**config.mk**
```make
export PLATFORM = sky130hd
export DESIGN_NAME = multi_channel_pulse_guard
export DESIGN_NICKNAME = d
export VERILOG_FILES = /design/src/rtl/pulse_guard_pkg.sv /design/src/rtl/pulse_channel_check.sv /design/src/rtl/multi_channel_pulse_guard.sv
export SDC_FILE = /design/constraint.sdc
export NUM_CORES = 1
export LEC_CHECK = 0
export ABC_AREA = 0
export CORE_MARGIN = 3
export CORE_UTILIZATION = 45
export CTS_BUF_LIST = sky130_fd_sc_hd__clkbuf_4
export CTS_CLUSTER_SIZE = 8
export DETAILED_ROUTE_END_ITERATION = 8
export PLACE_DENSITY = 0.75
export SYNTH_ARGS = -nofsm -noshare
export SYNTH_HDL_FRONTEND = slang
export SYNTH_HIERARCHICAL = 1
export SYNTH_SLANG_ARGS = --single-unit
```
**constraint.sdc**
```tcl
create_clock -name clk -period 3.1 [get_ports clk]
set_input_delay 0.62 -clock clk [delete_from_list [all_inputs] [get_ports clk]]
set_output_delay 0.62 -clock clk [all_outputs]
set_load 0.01 [all_outputs]
```
**src/rtl/pulse_guard_pkg.sv**
```systemverilog
// Shared definitions for the multi-channel laser pulse guard:
// per-channel FSM states, fail-bit positions and the default counter width.
package pulse_guard_pkg;

    localparam int DEFAULT_CNT_W = 32;

    // Positions of the three latched faults inside a channel's fail vector.
    localparam int NUM_FAIL   = 3;
    localparam int FAIL_LOWER = 0;
    localparam int FAIL_UPPER = 1;
    localparam int FAIL_RATE  = 2;

    typedef enum logic [2:0] {
        DISARMED   = 3'd0,
        WAIT_LOW   = 3'd1,
        WAIT_FIRST = 3'd2,
        HIGH       = 3'd3,
        LOW        = 3'd4
    } pg_state_e;

endpackage

```
**src/rtl/pulse_channel_check.sv**
```systemverilog
// One laser channel: arming FSM, saturating width/period counters and the
// three fault latches (too short, too long, rate too high).
// Optional macro PULSE_GUARD_FAULT_COUNT_EN adds an 8-bit saturating fault
// event counter on fault_count_o.
module pulse_channel_check
    import pulse_guard_pkg::*;
#(
    parameter int CNT_W               = DEFAULT_CNT_W,
    parameter int LIMIT_ZERO_DISABLES = 1
) (
    input  logic                clk_i,
    input  logic                rst_ni,
    input  logic                ready_i,
    input  logic                pulse_i,
    input  logic [CNT_W-1:0]    lower_i,
    input  logic [CNT_W-1:0]    upper_i,
    input  logic [CNT_W-1:0]    rate_i,
    input  logic                clear_i,
    output logic [NUM_FAIL-1:0] fail_o
`ifdef PULSE_GUARD_FAULT_COUNT_EN
    ,
    output logic [7:0]          fault_count_o
`endif
);

    localparam logic [CNT_W-1:0] CNT_ONE = CNT_W'(1);
    localparam logic [CNT_W-1:0] CNT_MAX = {CNT_W{1'b1}};

    pg_state_e            state_q, state_d;
    logic [CNT_W-1:0]     width_q, width_d;
    logic [CNT_W-1:0]     period_q, period_d;
    // Set once the too-long fault fired for the current pulse so it is
    // reported as a single event rather than every remaining high cycle.
    logic                 upper_seen_q, upper_seen_d;
    logic [NUM_FAIL-1:0]  fail_q, fail_d;
    logic [NUM_FAIL-1:0]  det;
    logic                 lower_en, upper_en, rate_en;

    function automatic logic [CNT_W-1:0] sat_inc(input logic [CNT_W-1:0] v);
        return (v == CNT_MAX) ? v : v + CNT_ONE;
    endfunction

    // A zero limit switches its check off when LIMIT_ZERO_DISABLES is set.
    assign lower_en = (LIMIT_ZERO_DISABLES == 0) || (lower_i != '0);
    assign upper_en = (LIMIT_ZERO_DISABLES == 0) || (upper_i != '0);
    assign rate_en  = (LIMIT_ZERO_DISABLES == 0) || (rate_i  != '0);

    // State register.
    always_ff @(posedge clk_i or negedge rst_ni) begin
        if (!rst_ni) state_q <= DISARMED;
        else         state_q <= state_d;
    end

    // Next-state logic; dropping laser_ready disarms from any state.
    always_comb begin
        state_d = state_q;
        if (!ready_i) begin
            state_d = DISARMED;
        end else begin
            case (state_q)
                DISARMED:   state_d = pulse_i ? WAIT_LOW : WAIT_FIRST;
                WAIT_LOW:   if (!pulse_i) state_d = WAIT_FIRST;
                WAIT_FIRST: if (pulse_i)  state_d = HIGH;
                HIGH:       if (!pulse_i) state_d = LOW;
                LOW:        if (pulse_i)  state_d = HIGH;
                default:    state_d = DISARMED;
            endcase
        end
    end

    // Output logic: counter updates and fault detection for this sample.
    always_comb begin
        width_d      = width_q;
        period_d     = period_q;
        upper_seen_d = upper_seen_q;
        det          = '0;
        if (!ready_i) begin
            width_d      = '0;
            period_d     = '0;
            upper_seen_d = 1'b0;
        end else begin
            case (state_q)
                WAIT_FIRST: begin
                    if (pulse_i) begin
                        width_d      = CNT_ONE;
                        period_d     = CNT_ONE;
                        upper_seen_d = 1'b0;
                    end
                end
                HIGH: begin
                    period_d = sat_inc(period_q);
                    if (pulse_i) begin
                        width_d = sat_inc(width_q);
                        // This sample is high cycle width_q+1; fail once it exceeds upper.
                        if (upper_en && !upper_seen_q && (width_q >= upper_i)) begin
                            det[FAIL_UPPER] = 1'b1;
                            upper_seen_d    = 1'b1;
                        end
                    end else if (lower_en && (width_q < lower_i)) begin
                        det[FAIL_LOWER] = 1'b1;
                    end
                end
                LOW: begin
                    if (pulse_i) begin
                        // A saturated period is never below any limit, so it passes.
                        if (rate_en && (period_q < rate_i)) det[FAIL_RATE] = 1'b1;
                        width_d      = CNT_ONE;
                        period_d     = CNT_ONE;
                        upper_seen_d = 1'b0;
                    end else begin
                        period_d = sat_inc(period_q);
                    end
                end
                default: ;
            endcase
        end
    end

    // New detections win over a simultaneous clear.
    always_comb begin
        fail_d = det | (fail_q & {NUM_FAIL{~clear_i}});
    end

    // Counters and fault latches.
    always_ff @(posedge clk_i or negedge rst_ni) begin
        if (!rst_ni) begin
            width_q      <= '0;
            period_q     <= '0;
            upper_seen_q <= 1'b0;
            fail_q       <= '0;
        end else begin
            width_q      <= width_d;
            period_q     <= period_d;
            upper_seen_q <= upper_seen_d;
            fail_q       <= fail_d;
        end
    end

    assign fail_o = fail_q;

`ifdef PULSE_GUARD_FAULT_COUNT_EN
    logic [7:0] fault_cnt_q, fault_cnt_d;

    // One count per cycle with any detection, cleared with the latches, saturating.
    always_comb begin
        fault_cnt_d = fault_cnt_q;
        if (clear_i) fault_cnt_d = '0;
        if ((|det) && (fault_cnt_d != 8'hFF)) fault_cnt_d = fault_cnt_d + 8'd1;
    end

    // Fault event counter register.
    always_ff @(posedge clk_i or negedge rst_ni) begin
        if (!rst_ni) fault_cnt_q <= '0;
        else         fault_cnt_q <= fault_cnt_d;
    end

    assign fault_count_o = fault_cnt_q;
`endif

endmodule

```
**src/rtl/multi_channel_pulse_guard.sv**
```systemverilog
// NUM_CH-channel laser pulse guard: one pulse_channel_check per channel, a
// registered TA shutdown from all latched faults and a packed status byte.
// Optional macro PULSE_GUARD_FAULT_COUNT_EN adds the fault_count output.
module multi_channel_pulse_guard
    import pulse_guard_pkg::*;
#(
    parameter int NUM_CH              = 4,
    parameter int CNT_W               = DEFAULT_CNT_W,
    parameter int LIMIT_ZERO_DISABLES = 1
) (
    input  logic                    clk,
    input  logic                    rstn,
    input  logic                    laser_ready,
    input  logic [NUM_CH-1:0]       laser_pulse,
    input  logic [NUM_CH*CNT_W-1:0] pulse_width_lower_limit,
    input  logic [NUM_CH*CNT_W-1:0] pulse_width_upper_limit,
    input  logic [NUM_CH*CNT_W-1:0] rate_lower_limit,
    input  logic [NUM_CH-1:0]       clear_fail,
    output logic [NUM_CH-1:0]       pulse_lower_limit_fail,
    output logic [NUM_CH-1:0]       pulse_upper_limit_fail,
    output logic [NUM_CH-1:0]       rate_lower_limit_fail,
    output logic                    TA_shutdown,
    output logic [7:0]              status
`ifdef PULSE_GUARD_FAULT_COUNT_EN
    ,
    output logic [NUM_CH*8-1:0]     fault_count
`endif
);

    logic [NUM_CH-1:0] ch_any_fail;
    logic              ta_q, ta_d;

    for (genvar n = 0; n < NUM_CH; n++) begin : g_ch
        logic [NUM_FAIL-1:0] ch_fail;

        pulse_channel_check #(
            .CNT_W              (CNT_W),
            .LIMIT_ZERO_DISABLES(LIMIT_ZERO_DISABLES)
        ) u_check (
            .clk_i   (clk),
            .rst_ni  (rstn),
            .ready_i (laser_ready),
            .pulse_i (laser_pulse[n]),
            .lower_i (pulse_width_lower_limit[n*CNT_W +: CNT_W]),
            .upper_i (pulse_width_upper_limit[n*CNT_W +: CNT_W]),
            .rate_i  (rate_lower_limit[n*CNT_W +: CNT_W]),
            .clear_i (clear_fail[n]),
            .fail_o  (ch_fail)
`ifdef PULSE_GUARD_FAULT_COUNT_EN
            ,
            .fault_count_o(fault_count[n*8 +: 8])
`endif
        );

        assign pulse_lower_limit_fail[n] = ch_fail[FAIL_LOWER];
        assign pulse_upper_limit_fail[n] = ch_fail[FAIL_UPPER];
        assign rate_lower_limit_fail[n]  = ch_fail[FAIL_RATE];
        assign ch_any_fail[n]            = |ch_fail;
    end

    // Status byte: channel n's any-fail at bit n, unused upper bits zero.
    for (genvar b = 0; b < 8; b++) begin : g_status
        if (b < NUM_CH) begin : g_used
            assign status[b] = ch_any_fail[b];
        end else begin : g_pad
            assign status[b] = 1'b0;
        end
    end

    // Shutdown request is the OR of every latched fault.
    always_comb begin
        ta_d = |ch_any_fail;
    end

    // Registered shutdown; lags the fail latches by one cycle.
    always_ff @(posedge clk or negedge rstn) begin
        if (!rstn) ta_q <= 1'b0;
        else       ta_q <= ta_d;
    end

    assign TA_shutdown = ta_q;

endmodule

```
==> key figures, run 1 <==
Outcome
  – Outcome: finished clean

Logic synthesis
  – Yosys reg bits: 285
  – Synth async-reset ratio: 100%
  – Top-area cell type share of the netlist area: 27.3%
  – Synth cell types: 98
  – Seq/Total Area, Yosys: 27.3%
  – Top FF cell, synth: dfrtp_1
  – Syn Std Cell Area: 26100 sq um
  – Yosys Warn Count: 6
  – Synth area leaders: dfrtp_1 (27%), ha_1 (18%), inv_1 (6.1%)
  – Post-synthesis cell count: 3234
  – Area leader, netlist: dfrtp_1
  – Syn avg cell area: 8.06 sq um
  – Post-synth EDFFs: 0

Timing
  – Final setup viols: 0
  – Final period util: 91.4%
  – Final min period: 2.83 ns
  – Setup TNS: 0 ns
  – Relative slew slack: 53.8%
  – Hold WS: 0.402 ns
  – Fin. max-slew vios: 0
  – RSZ-0062 raised after global routing: no
  – Skew final: 0.0440 ns
  – Fmax: 353 MHz
  – Worst slew pin tran: 0.693 ns
  – Final number of hold-violating endpoints: 0

Global route
  – Largest net degree at the start of global routing: 75
  – Tot GR Track Use: 25.0%
  – Global-route wire length before repair: 125000 microns
  – Initial antenna violation count: 16
  – Grt total ovfl: 0
  – Vias in the first global route: 24400

Die
  – Core Rows: 87
  – Die width: 247 microns
  – Starting Density: 45.9%
  – Core ar.: 56800 sq um
  – I/O pin cnt: 416
  – Die area: 60900 sq um
  – Die height: 247 microns

Placed design
  – Placer Congestion: 0.908
  – Dpl hpwl: 62400 microns
  – Dpl cells: 4385
  – PortBufs: 411

Worst setup path
  – Data arrival, critical path: 2.21 ns
  – CP Class: reg2out
  – FF-to-FF Start: g_ch[3].u_check/width_q[1]
  – Cells on worst reg2reg path: 7
  – Crit path to: status[3]
  – Crit Path Max Fanout: 3
  – Critical Path End Type: primary output
  – Origin of the worst setup path: g_ch[3].u_check/fail_o[0]
  – RR Endpoint: g_ch[3].u_check/width_q[7]
  – Critical path launch point type: flop
  – Req. time, crit path: 2.48 ns
  – R2R Setup Slk: 0.49 ns

Drt
  – Initial DRC Count: 1894
  – DR vias: 26000
  – Final ANT Viol Nets: 0
  – Wire length per cell: 17.2 microns
  – Routed wire length: 78200 microns
  – Drt first pass iters: 5
  – Remaining routing DRC violations: 0
  – Vias/cell: 5.73

Flow run
  – Max Cap Viol: 0

Layout
  – Nets@finish: 4494
  – Most frequent cells in the layout: inv_1 (422), clkdlybuf4s50_1 (409), ha_1 (384)
  – Final non-filler cell total: 4539
  – Commonest non-fill, non-tap cell in the layout: inv_1
  – Layout cells sized above 1: 6.91%
  – Final core occ: 57.1%
  – Area growth syn-to-layout: 24.4%
  – Filler Cells Inserted: 5244

Power
  – Leakage Power: 15.5 nW
  – Peak supply drop: 0.241 mV
  – PwrDens: 296 nW/um^2

CTS
  – Clock Pin Slew Worst Setup and Hold Paths: 0.07 ns
  – TritonCTS clock tree: yes
  – Clock Sink Count: 285
  – CTS Buf Count: 83
  – Clk buf depth: 3
  – Clk_lat worst skew: 0.78 ns
  – Setup Buffers After CTS: 0
  – H-tree depth: 3
  – Root Buffer Master: clkbuf_4

Min path
  – Min-delay worst type: in2async
[per-stage QoR]
step                power, W  instance area (sq um)  setup WS [ns]
global route          0.0102                  32400          0.148
floorplan            0.00479                  26100          0.836
detailed placement   0.00583                  31300         0.0532
global placement     0.00580                  31300         0.0170
CTS                  0.00975                  32400         0.0376
finish               0.00960                  32400          0.267
[power breakdown]
group	internal, W	switching, W
clock	0.00213	0.00170
combinational	0.000902	0.000966
sequential	0.00378	0.000123
[how the worst min path moves through the flow]
stage | cells past startpoint | slack, ns | to
after floorplan | 0 | 0.32 | TA_shutdown
after detailed placement | 1 | 0.51 | g_ch[0].u_check/fail_o[2]
after global routing | 4 | 0.34 | g_ch[1].u_check/period_q[25]
after global placement | 1 | 0.50 | g_ch[0].u_check/fail_o[2]
final | 2 | 0.40 | g_ch[3].u_check/period_q[4]
after CTS | 4 | 0.29 | g_ch[1].u_check/period_q[25]
[worst max-delay path: stages (launching register included)]
cell and delay, ns:
dfrtp_1 0.43, or3_4 0.49, clkdlybuf4s50_1 0.52
[synthesized netlist by cell type (10+ instances only)]
cell type  count
and4_1        23
or3_1         45
a21o_1        37
buf_4         10
and2_1        13
nand2_1      220
a2111oi_0     18
a211oi_1      24
a21oi_1      213
nand2b_1      31
inv_1        422
and3_1        44
nor3_1        84
o21a_1        10
o21ai_0      188
or2_2         11
xor2_1        56
clkbuf_1      43
o211ai_1      18
o31ai_1       57
nor4_1       122
a31oi_1       24
o21ai_1       11
nor2b_1       27
o41ai_1       11
ha_1         384
nand4_1      153
dfrtp_1      285
nor2_1       226
buf_2         25
nand3_1      152
xnor2_1       56
or4_1         14
[cell type report]
cell class / count / area (sq um) / area share [%]
clock inverter: 22 / 189 / 0.582
multi-input combinational: 2445 / 17000 / 52.3
sequential: 285 / 7130 / 22.0
timing repair buffer: 478 / 4670 / 14.4
tap: 756 / 946 / 2.91
clock buffer: 123 / 923 / 2.85
antenna: 8 / 20.0 / 0.0617
inverter: 422 / 1580 / 4.88
[layer usage]
| layer | GRT usage (%) | wire, microns | vias to the layer above |
|---|---|---|---|
| li1 | - | - | 12900 |
| met1 | 33.4 | 34300 | 12200 |
| met2 | 40.5 | 36000 | 789 |
| met3 | 5.79 | 5800 | 143 |
| met4 | 7.25 | 1990 | 20 |
| met5 | 0 | 123 | - |
[logic make-up (layout without fill, tap and decap cells)]
logic type	after synthesis	in the layout	share of synthesized area, %
buffers and inverters	507	1045	7.64
multiplexers	5	5	0.192
flip-flops	285	285	27.3
AND/OR/NAND/NOR	1239	1239	25.8
XOR/XNOR	112	112	3.76
other	1	12	0.0144
AO/OA/AOI/OAI	701	701	16.8
adder cells (fa/ha/maj)	384	384	18.4
[flip-flops by register name, indices dropped and copies added (netlist names)]
register / count
g_ch.u_check/period_q: 128
g_ch.u_check/width_q: 128
g_ch.u_check/fail_o: 12
g_ch.u_check/state_q: 12
g_ch.u_check/upper_seen_q: 4
TA_shutdown: 1
[repair_timing]
| action | in CTS | in global routing |
|---|---|---|
| hold buffers | 1 | 0 |
| setup endpoints to repair | 0 | 1 |
| hold endpoints to repair | 65 | 0 |
| gates resized for setup | 0 | 1 |
Note: power is estimated with default switching activity, not from simulation.
==> run 2: changes to the inputs <==
Settings changed: CAP_MARGIN from default to 20, CORE_MARGIN 3 to 8.
==> run 2 against run 1 <==
Net effect:
- sequential power barely moved
- largest power group unchanged
- global-route usage fell by 1.3 points
- sequential share of layout area rose by 0.071 points
- critical endpoint unchanged
==> key figures, run 2 (synthesis results as in run 1) <==
Outcome
  – Outcome: finished clean

Placed design
  – Post-DP Area: 31300 sq um (+0.13%)
  – Dpl cells: 4398 (+0.30%)
  – Dpl hpwl: 64900 microns (+4.2%)
  – Placer Congestion: 0.956 (+5.3%)
  – PortBufs: 411 (unchanged)

Global route
  – Grt total ovfl: 0 (unchanged)
  – Largest net degree at the start of global routing: 64 (-15%)
  – Vias in the first global route: 25600 (+4.8%)
  – Global routing usage on met2: 38.7% (-1.8 points)
  – Tot GR Track Use: 23.7% (-1.3 points)
  – Grt met1 use: 31.1% (-2.3 points)
  – GR peak layer: met2
  – Met3 usage: 5.41% (-0.38 points)
  – Initial antenna violation count: 4 (-12)
  – Global-route wire length before repair: 131000 microns (+5.2%)

Die
  – I/O pin cnt: 416 (unchanged)
  – Die area: 65900 sq um (+8.3%)
  – Die height: 257 microns (+4.1%)
  – Starting Density: 45.4% (-0.52 points)
  – Die width: 257 microns (+4.1%)
  – Core Rows: 88 (+1.1%)
  – Core ar.: 57500 sq um (+1.1%)

Power
  – Sw Ratio: 30.0% (+0.98 points)
  – P_sw: 0.00278 W (-0.42%)
  – Peak supply drop: 0.228 mV (-5.4%)
  – PwrDens: 286 nW/um^2 (-3.3%)
  – Internal: 0.00648 W (-5.0%)
  – Logic pwr share: 20.5% (+1.1 points)
  – Reg power frac: 42.1% (+1.4 points)
  – Leakage Power: 15.4 nW (-0.30%)
  – Clock power frac: 37.4% (-2.5 points)

Drt
  – DR vias: 25900 (-0.28%)
  – Remaining routing DRC violations: 0 (unchanged)
  – Vias/cell: 5.71 (-0.28%)
  – Routed wire length: 80600 microns (+3.1%)
  – Initial DRC Count: 1956 (+3.3%)
  – Drt first pass iters: 6 (+1)
  – Final ANT Viol Nets: 0 (unchanged)
  – Wire length per cell: 17.8 microns (+3.1%)

Min path
  – Min-delay worst type: in2async

CTS
  – Clk_lat worst skew: 0.82 ns (+0.04 ns)
  – CTS Buf Count: 84 (+1.2%)
  – Clk buf depth: 3 (unchanged)
  – TritonCTS clock tree: yes
  – Clock Sink Count: 285 (unchanged)
  – H-tree depth: 3 (unchanged)
  – Root Buffer Master: clkbuf_4
  – Clock Pin Slew Worst Setup and Hold Paths: 0.06 ns (about the same)
  – Setup Buffers After CTS: 0 (unchanged)

Layout
  – Filler Cells Inserted: 5383 (+2.7%)
  – Most frequent cells in the layout: inv_1 (422), clkdlybuf4s50_1 (409), ha_1 (384)
  – Final non-filler cell total: 4539 (unchanged)
  – Commonest non-fill, non-tap cell in the layout: inv_1
  – Leading registers by flop count: g_ch.u_check/period_q x128, g_ch.u_check/width_q x128
  – Final Cell Area: 32300 sq um (-0.32%)
  – Area growth syn-to-layout: 24.0%
  – Nets@finish: 4499 (+0.11%)
  – Final core occ: 56.3% (-0.83 points)
  – Layout cells sized above 1: 6.87% (-0.040 points)

Timing
  – Final min period: 2.89 ns (+0.0601 ns)
  – Skew final: 0.0519 ns (+0.00795 ns)
  – Fin. max-slew vios: 0 (unchanged)
  – Final setup viols: 0 (unchanged)
  – Final period util: 93.3% (+1.9 points)
  – Final number of hold-violating endpoints: 0 (unchanged)
  – Relative slew slack: 56.6% (+2.8 points)
  – RSZ-0062 raised after global routing: no
  – Setup TNS: 0 ns (unchanged)
  – Worst slew pin tran: 0.648 ns (-0.0441 ns)
  – Fmax: 346 MHz (-2.1%)

Worst setup path
  – Critical path launch point type: flop
  – Critical Path End Type: primary output
  – Crit Path Max Fanout: 3 (unchanged)
  – Req. time, crit path: 2.48 ns (about the same)
  – CP Class: reg2out
  – Data arrival, critical path: 2.27 ns (+0.06 ns)

Flow run
  – Max Cap Viol: 0 (unchanged)
## run 2: final timing paths
check / to / startpoint / slack (ns) / depth (start not counted)
max in group asynchronous: g_ch[1].u_check/period_q[1] / rstn / 1.88 / 3
min in group clk: g_ch[2].u_check/state_q[1] / laser_ready / 0.41 / 3
hold reg to reg: g_ch[0].u_check/fail_o[2] / g_ch[0].u_check/fail_o[2] / 0.52 / 1
setup / recovery: status[3] / g_ch[3].u_check/fail_o[0] / 0.21 / 2
setup reg to reg: g_ch[1].u_check/width_q[21] / g_ch[1].u_check/state_q[1] / 0.47 / 6
hold / removal: g_ch[3].u_check/period_q[9] / rstn / 0.34 / 2
## run 2: worst max-delay path: stages, from the launching register on
cell and delay (ns):
dfrtp_1 0.43, or3_4 0.50, clkdlybuf4s50_1 0.53
## run 2: timing repair
item / CTS / global route
hold buffers: 1 / 0
resized for setup: 1 / 0
setup endpoints to repair: 1 / 0
endpoints found under the hold margin: 57 / 0
## run 2: through the flow
stage	worst slack (ns)	hold slack [ns]	total power, W
3_5_place_dp	0.108	0.509	0.00585
3_3_place_gp	0.0168	0.499	0.00582
6_report	0.207	0.342	0.00925
5_1_grt	0.103	0.315	0.00978
2_1_floorplan	0.836	0.324	0.00479
4_1_cts	0.125	0.301	0.00939
## run 2: layer usage
layer	vias up	part of all wire (%)
li1	12900	-
met1	12100	45
met2	805	46
met3	160	6.7
met4	2	2.6
met5	-	0.014
## run 2: area by class of cell
| cell class | instances | area [sq um] | share of cell area [%] |
|---|---|---|---|
| Sequential cell | 285 | 7130 | 22.0 |
| Clock buffer | 116 | 871 | 2.69 |
| Timing Repair Buffer | 482 | 4700 | 14.5 |
| Inverter | 422 | 1580 | 4.90 |
| Tap cell | 765 | 957 | 2.96 |
| Multi-Input combinational cell | 2445 | 17000 | 52.5 |
| Antenna cell | 6 | 15.0 | 0.0464 |
| Clock inverter | 18 | 100 | 0.309 |
## run 2: power groups by stage
stage	registers, W	logic (W)	clock network [W]
after global routing	0.00390	0.00212	0.00377
final	0.00389	0.00190	0.00346
after global placement	0.00396	0.00186	0
after floorplan	0.00392	0.000877	0
after detailed placement	0.00396	0.00189	0
after CTS	0.00389	0.00190	0.00359
==> run 3: changes to the inputs <==
Settings changed: CORE_UTILIZATION 45 to 50, PLACE_DENSITY 0.75 to 0.81.
==> run 3 against run 2 <==
Net effect:
- design area decreased by 0.28%
- die area decreased by 9.4%
- worst hold slack got worse by 0.12 ns
- clock skew decreased by 0.011 ns
- flip-flop and latch count unchanged
- highest routed layer unchanged
==> key figures, run 3 (synthesis results as in run 1) <==
Drt
  – Drt first pass iters: 6 (unchanged)
  – Initial DRC Count: 2164 (+11%)
  – Wire length per cell: 17.8 microns (+0.42%)
  – DR vias: 26400 (+1.8%)
  – Routed wire length: 79600 microns (-1.3%)
  – Final ANT Viol Nets: 0 (unchanged)
  – Vias/cell: 5.92 (+3.6%)
  – Remaining routing DRC violations: 0 (unchanged)

CTS
  – TritonCTS clock tree: yes
  – Root Buffer Master: clkbuf_4
  – Setup Buffers After CTS: 0 (unchanged)
  – Clock Pin Slew Worst Setup and Hold Paths: 0.06 ns (about the same)
  – H-tree depth: 3 (unchanged)
  – Clk_lat worst skew: 0.83 ns (about the same)
  – Clk buf depth: 3 (unchanged)
  – Clock Sink Count: 285 (unchanged)
  – # resized after CTS: 0 (-1)
  – CTS Buf Count: 84 (unchanged)

Worst setup path
  – Critical Path End Type: primary output
  – Slowest cell on the critical path: or3_1
  – CP Class: reg2out
  – FF-to-FF Start: g_ch[1].u_check/state_q[0]
  – Crit Path Max Fanout: 3 (unchanged)
  – Bufs and invs on worst path: 1 (unchanged)
  – CP delay by family, top: simple AND/OR/NAND/NOR gates
  – Req. time, crit path: 2.48 ns (about the same)
  – Max stage delay on crit path: 0.57 ns (+0.04 ns)
  – Critical path launch point type: flop
  – Crit-path cells: or3_1 > clkdlybuf4s50_1
  – Data arrival, critical path: 2.34 ns (+0.07 ns)
  – Origin of the worst setup path: g_ch[3].u_check/fail_o[0]

Timing
  – Skew final: 0.0410 ns (-0.0109 ns)
  – Relative slew slack: 51.5% (-5.1 points)
  – Fin. max-slew vios: 0 (unchanged)
  – Final number of hold-violating endpoints: 0 (unchanged)
  – Final min period: 2.96 ns (+0.0679 ns)
  – Fmax: 338 MHz (-2.3%)
  – Final period util: 95.5% (+2.2 points)
  – Worst slew pin tran: 0.725 ns (+0.0764 ns)
  – Final setup viols: 0 (unchanged)

Layout
  – Nets@finish: 4488 (-0.24%)
  – Filler Cells Inserted: 4491 (-17%)
  – Final non-filler cell total: 4461 (-1.7%)
  – Commonest non-fill, non-tap cell in the layout: inv_1
  – Area growth syn-to-layout: 23.7%
  – Layout cells sized above 1: 6.73% (-0.15 points)
  – Leading registers by flop count: g_ch.u_check/period_q x128, g_ch.u_check/width_q x128
  – Most frequent cells in the layout: inv_1 (422), clkdlybuf4s50_1 (409), ha_1 (384)
  – Final Cell Area: 32300 sq um (-0.28%)

Placed design
  – PortBufs: 411 (unchanged)
  – Post-DP Area: 31200 sq um (-0.56%)
  – Dpl cells: 4302 (-2.2%)
  – Placer Congestion: 0.963 (+0.76%)
  – Dpl hpwl: 63500 microns (-2.2%)

Die
  – Core ar.: 51400 sq um (-11%)
  – Core Rows: 83 (-5.7%)
  – I/O pin cnt: 416 (unchanged)
  – Die area: 59700 sq um (-9.4%)
  – Die width: 244 microns (-4.8%)
  – Starting Density: 50.7% (+5.4 points)
  – Die height: 244 microns (-4.8%)

Min path
  – Worst hold start: laser_ready
  – Min-delay worst type: in2reg

Global route
  – Tot GR Track Use: 25.8% (+2.0 points)
  – Initial antenna violation count: 9 (+5)
  – Global-route wire length before repair: 129000 microns (-1.4%)
  – Grt total ovfl: 0 (unchanged)
  – Largest net degree at the start of global routing: 74 (+16%)
  – Vias in the first global route: 26000 (+1.7%)

Power
  – Peak supply drop: 0.233 mV (+1.9%)
  – Leakage Power: 15.4 nW (about the same)
  – PwrDens: 292 nW/um^2 (+2.0%)

Outcome
  – Outcome: finished clean

Flow run
  – Max Cap Viol: 0 (unchanged)
[run 3: path summary, 6_finish.rpt]
check                                                    end  slack (ns)  depth (start not counted)
worst min register to register     g_ch[0].u_check/fail_o[2]        0.53                          1
worst max register to register   g_ch[1].u_check/width_q[21]        0.50                          6
min in group asynchronous        g_ch[3].u_check/period_q[4]        0.36                          2
worst min-delay path            g_ch[1].u_check/upper_seen_q        0.22                          3
worst max-delay path                               status[3]        0.14                          2
max in group asynchronous        g_ch[0].u_check/width_q[16]        1.89                          3
[run 3: routing by layer]
layer | share of wire (%) | GRT usage (%)
met1 | 43 | 32.8
met2 | 47 | 42.6
met3 | 7.4 | 5.83
met4 | 3.2 | 9.25
met5 | 0.099 | 0
[run 3: worst min-delay path, stage by stage]
cell      delay [ns]
buf_2           0.20
o311ai_0        0.12
nor2_1          0.05
[run 3: power breakdown]
part           leakage [nW]  internal, W  switching [W]
Combinational          10.8     0.000899       0.000965
Sequential             3.95      0.00378       0.000121
Clock                 0.632      0.00189        0.00176
Total                  15.4      0.00657        0.00284
[run 3: repair_timing]
item	in CTS	in global routing
endpoints found under the hold margin	67	0
setup endpoints to repair	0	0
hold buffers	1	0
[run 3: final cells by class]
class	instances	area, sq um	share of cell area [%]
clock buffers	122	916	2.84
flip-flops and latches	285	7130	22.1
multi-input cells	2445	17000	52.6
well taps	680	851	2.64
inverters	422	1580	4.91
diodes	6	15.0	0.0465
clock inverters	30	146	0.454
repair buffers	471	4630	14.4
[run 3: stage by stage]
| stage | setup WS, ns | hold slack (ns) | setup TNS [ns] | utilization (%) | power (W) |
|---|---|---|---|---|---|
| 6_report | 0.139 | 0.222 | 0 | 62.7 | 0.00941 |
| 4_1_cts | 0.0196 | 0.155 | 0 | 62.7 | 0.00952 |
| 3_5_place_dp | 0.00228 | 0.519 | 0 | 60.6 | 0.00582 |
| 5_1_grt | -0.0107 | 0.172 | -0.0107 | 62.7 | 0.00994 |
| 3_3_place_gp | 0.0222 | 0.500 | 0 | 60.6 | 0.00578 |
| 2_1_floorplan | 0.836 | 0.324 | 0 | - | 0.00479 |
